**src/rtl/uart_tx_engine.sv**
```systemverilog
// Serial transmit engine: start bit, LSB-first payload, optional even/odd
// parity and one or two stop bits, one bit per CLK cycle.
module uart_tx_engine #(
  parameter int DATA_WIDTH = 8
) (
  input  logic                  CLK,
  input  logic                  RST,
  input  logic [DATA_WIDTH-1:0] P_DATA,
  input  logic                  DATA_VALID,
  input  logic                  PAR_EN,
  input  logic                  PAR_TYP,
  input  logic                  STOP2,
  output logic                  TX_OUT,
  output logic                  BUSY
);

  localparam int CW = $clog2(DATA_WIDTH);
  localparam logic [CW-1:0] LAST_BIT = CW'(DATA_WIDTH - 1);

  typedef enum logic [2:0] {
    IDLE   = 3'd0,
    START  = 3'd1,
    DATA   = 3'd2,
    PARITY = 3'd3,
    STOP   = 3'd4
  } state_t;

  state_t                state;
  logic [DATA_WIDTH-1:0] data_q;
  logic [CW-1:0]         bit_cnt;
  logic [CW-1:0]         cnt_nxt;
  logic                  par_en_q;
  logic                  par_typ_q;
  logic                  stop2_q;
  logic                  stop_last;
  logic                  stop_final;
  logic                  accept;

  function automatic logic parity_bit(input logic [DATA_WIDTH-1:0] d, input logic odd);
    return (^d) ^ odd;
  endfunction

  assign cnt_nxt    = bit_cnt + CW'(1);
  assign stop_final = !stop2_q || stop_last;
  // A new frame may start from IDLE or on the edge that ends the last stop bit.
  assign accept     = DATA_VALID && ((state == IDLE) || ((state == STOP) && stop_final));

  always_ff @(posedge CLK or posedge RST) begin
    if (RST) begin
      state     <= IDLE;
      data_q    <= '0;
      bit_cnt   <= '0;
      par_en_q  <= 1'b0;
      par_typ_q <= 1'b0;
      stop2_q   <= 1'b0;
      stop_last <= 1'b0;
      TX_OUT    <= 1'b1;
      BUSY      <= 1'b0;
    end else if (accept) begin
      state     <= START;
      data_q    <= P_DATA;
      par_en_q  <= PAR_EN;
      par_typ_q <= PAR_TYP;
      stop2_q   <= STOP2;
      bit_cnt   <= '0;
      stop_last <= 1'b0;
      TX_OUT    <= 1'b0;
      BUSY      <= 1'b1;
    end else begin
      case (state)
        IDLE: begin
          TX_OUT <= 1'b1;
          BUSY   <= 1'b0;
        end
        START: begin
          state  <= DATA;
          TX_OUT <= data_q[0];
        end
        DATA: begin
          if (bit_cnt == LAST_BIT) begin
            if (par_en_q) begin
              state  <= PARITY;
              TX_OUT <= parity_bit(data_q, par_typ_q);
            end else begin
              state     <= STOP;
              stop_last <= 1'b0;
              TX_OUT    <= 1'b1;
            end
          end else begin
            bit_cnt <= cnt_nxt;
            TX_OUT  <= data_q[cnt_nxt];
          end
        end
        PARITY: begin
          state     <= STOP;
          stop_last <= 1'b0;
          TX_OUT    <= 1'b1;
        end
        STOP: begin
          if (stop_final) begin
            state  <= IDLE;
            TX_OUT <= 1'b1;
            BUSY   <= 1'b0;
          end else begin
            stop_last <= 1'b1;
            TX_OUT    <= 1'b1;
          end
        end
        default: begin
          state  <= IDLE;
          TX_OUT <= 1'b1;
          BUSY   <= 1'b0;
        end
      endcase
    end
  end

endmodule

```
**config.mk**
```make
export PLATFORM = sky130hd
export DESIGN_NAME = uart_tx_engine
export DESIGN_NICKNAME = d
export VERILOG_FILES = /design/src/rtl/uart_tx_engine.sv
export SDC_FILE = /design/constraint.sdc
export NUM_CORES = 1
export LEC_CHECK = 0
export CAP_MARGIN = 20
export CORE_UTILIZATION = 48
export CTS_CLUSTER_SIZE = 30
export DETAILED_ROUTE_END_ITERATION = 10
export PLACE_DENSITY = 0.73
export SKIP_LAST_GASP = 1
export SLEW_MARGIN = 20
export SYNTH_ARGS = -nofsm -noshare
export SYNTH_HDL_FRONTEND = slang
export SYNTH_SLANG_ARGS = --single-unit
```
**constraint.sdc**
```tcl
create_clock -name CLK -period 3.2 [get_ports CLK]
set_clock_uncertainty 0.2 [all_clocks]
set_input_delay 0.64 -clock CLK [delete_from_list [all_inputs] [get_ports CLK]]
set_output_delay 0.64 -clock CLK [all_outputs]
set_load 0.05 [all_outputs]
```
==> run metrics <==
Post-DRT Antenna Nets=0; Warnings, synthesis=0; FF+latch count, synth=20; max cap viols=0; Inserted Clock Buffers=3; Hold Vio Cnt, Final=0; Antenna diodes=0; Leakage=about 0.52 nW; P_sw=roughly 0.47 mW; Slew Limit Headroom=between 50% and 60%; CP endpoint kind=flip-flop; setup TNS=0 ns; FMAX=roughly 410 MHz; Post-Syn Nets=94; Slew @ Worst Pin=0.722 ns; Slew Viols, Final=0; register area share after synthesis=around 51%; cell count of the worst reg-to-reg path=7; # port buffers=15; Power Density=1120 nW/µm²; via count=approximately 670; hold buffers post-CTS=0; core area=just under 2000 µm²; Synth Instances=78; crit path max fanout=5; critical path launch point type=flip-flop; critical setup path kind=flip-flop to flip-flop; CP peak stage delay=between 0.4 and 0.5 ns; post-DP HPWL=roughly 1.2 mm; slowest CP cell=mux4_2; CTS max path bufs=2; initial antenna violation count=0; first-pass GRT wire length=2.59 mm; hold crit path type=flip-flop to flip-flop; post-synthesis cell type count=30; drt first pass iters=4; post-layout util=approximately three fifths; row cnt=16; CP top delay family=adder cells; post-cts gate resize count=0; Synth top cells by count=19 x dfrtp_1, 12 x mux2_2, 5 x mux2i_1; Worst EP arrival=between 2 and 3 ns; hold_sp=bit_cnt[1]; Remaining DRCs=0; final period utilization=between 70% and 80%; Endpoint, Worst Hold=bit_cnt[1]; gr usage total=between 10% and 20%; combinational share of power=48.6%; most used cell, CP=ha_1; CP Data Required Time=3.25 ns; Synth Cell Area=~990 µm²; peak supply drop=roughly 0.57 mV; WP depth=7; cell area after layout=1210 µm²; via/cell ratio=5.53; die area=~2300 µm²; DP Worst Slack=about 0.75 ns; FFs w/ async S/R, synth=100%; Initial Util=50.6%; main flop type after synthesis=dfrtp_1; Vert. Die Dim=between 40 and 50 µm; Worst R2R Setup Slack=0.74 ns; final setup fails=0; Remaining Overflow, GRT=0; clock-pin slew on the worst setup and hold paths=0.10 ns; Total Power=around 1.3 mW; R2R Path End=TX_OUT; RSZ-0062 raised after global routing=no; most area-hungry cell type in the Yosys netlist=dfrtp_1; area growth from synthesis to layout=21.8%; number of synthesized flops with an enable pin=0; Reg power frac=a little over a third; post-synth top area share=between 40% and 50%; Iter 0 DRT Violations=12; cell-internal power=around 0.88 mW; Synth area leaders=dfrtp_1 48%, mux2_2 14%, mux2i_1 5.0%; CTS tree=built; # IOs=16; Final nets=about 110; layout cell share with drive strength beyond 1=22.3%; final wirelength=around 1.7 mm; H-Tree Level Count=1; Clock power frac=15.2%; CP cell instances=ha_1 > ha_1 > mux2i_1 > mux4_2 > nor2b_1 > a311o_1 > nand2_1; outcome=complete, no violations; post-synthesis area per instance=roughly 13 µm²; CTS Sinks=20; worst setup margin=around 0.74 ns; Cell Area, Placed=~1200 µm²; Reg-to-Reg Start=bit_cnt[0]; chip width=approximately 47 µm; switch share=a little over a third; Buf/Inv on CP=0; WL/cell=about 14 µm; largest net degree at the start of global routing=21; CTS root buf=clkbuf_4; vias in the first global route=about 590; Final Critical Period=~2.5 ns; Skew-Pair Late Insertion Delay=about 0.31 ns; hold depth=1; most frequent cell after synthesis=dfrtp_1; Post-CTS Setup Inserts=0; RePlAce Congestion=approximately 0.78
-- power groups by stage --
stage / logic [mW] / registers, mW / clock network (mW)
after floorplan: 0.523 / 0.500 / 0
after global placement: 0.639 / 0.488 / 0
after detailed placement: 0.654 / 0.494 / 0
after CTS: 0.658 / 0.489 / 0.211
after global routing: 0.712 / 0.506 / 0.220
final: 0.655 / 0.489 / 0.205
-- worst register-to-register path, delay by kind of cell, from the launching register on --
kind / cells / cell delay, ns
flops: 1 / 0.44
mux: 2 / 0.59
fa+ha+maj: 2 / 0.65
compound gates: 1 / 0.32
simple gates: 2 / 0.21
-- cell type report --
cell class	count	area, µm²
clock buffers	3	22.5
clock inverters	1	30.0
fillers	189	752
inverters	2	7.51
multi-input cells	53	464
flip-flops and latches	20	502
well taps	27	33.8
repair buffers	15	150
-- worst max path at each step --
| stage | to | start |
|---|---|---|
| floorplan | TX_OUT | bit_cnt[0] |
| detailed placement | state[0] | DATA_VALID |
| finish | TX_OUT | bit_cnt[0] |
| global route | TX_OUT | bit_cnt[0] |
| CTS | TX_OUT | bit_cnt[0] |
| global placement | TX_OUT | bit_cnt[0] |
-- through the flow --
step | hold slack [ns] | cells
2_1_floorplan | 0.268 | 78
3_3_place_gp | 0.288 | 117
3_5_place_dp | 0.286 | 117
4_1_cts | 0.319 | 121
5_1_grt | 0.339 | 121
6_report | 0.319 | 121
-- metal layers --
metal | share of wire (%) | vias to the layer above | global-route usage [%]
met5 | 0 | - | 0
met3 | 3.2 | 4 | 6.04
li1 | - | 311 | -
met2 | 50 | 16 | 28.2
met1 | 46 | 338 | 20.8
met4 | 1.3 | 0 | 4.57
-- state kept, by name, indices dropped and copies added (netlist names) --
signal / count
BUSY: 1
TX_OUT: 1
bit_cnt: 3
data_q: 8
par_en_q: 1
par_typ_q: 1
state: 3
stop2_q: 1
stop_last: 1
-- logic make-up (layout without fill, tap and decap cells) --
logic type,count (synthesis),after routing,synth area share (%)
AOI/OAI and AO/OA,10,10,7.68
buffers and inverters,5,21,2.77
DFF,20,20,50.5
and+or+nand+nor,16,16,8.06
adders and majority gates,2,2,2.52
muxes,18,18,20.9
xor gates and xnor gates,7,7,7.56
-- cells in the final DEF (no fill, tap or decap), types with 2 or more instances in the layout --
master,count
nand3_1,2
nand2b_1,2
inv_1,2
xor2_1,2
clkbuf_4,3
nor2_1,4
clkdlybuf4s50_1,15
nand2_1,4
mux2i_1,5
ha_1,2
xnor2_1,4
dfrtp_1,19
a21oi_1,2
mux2_2,12
No activity file was read; power rests on OpenSTA's default activity.
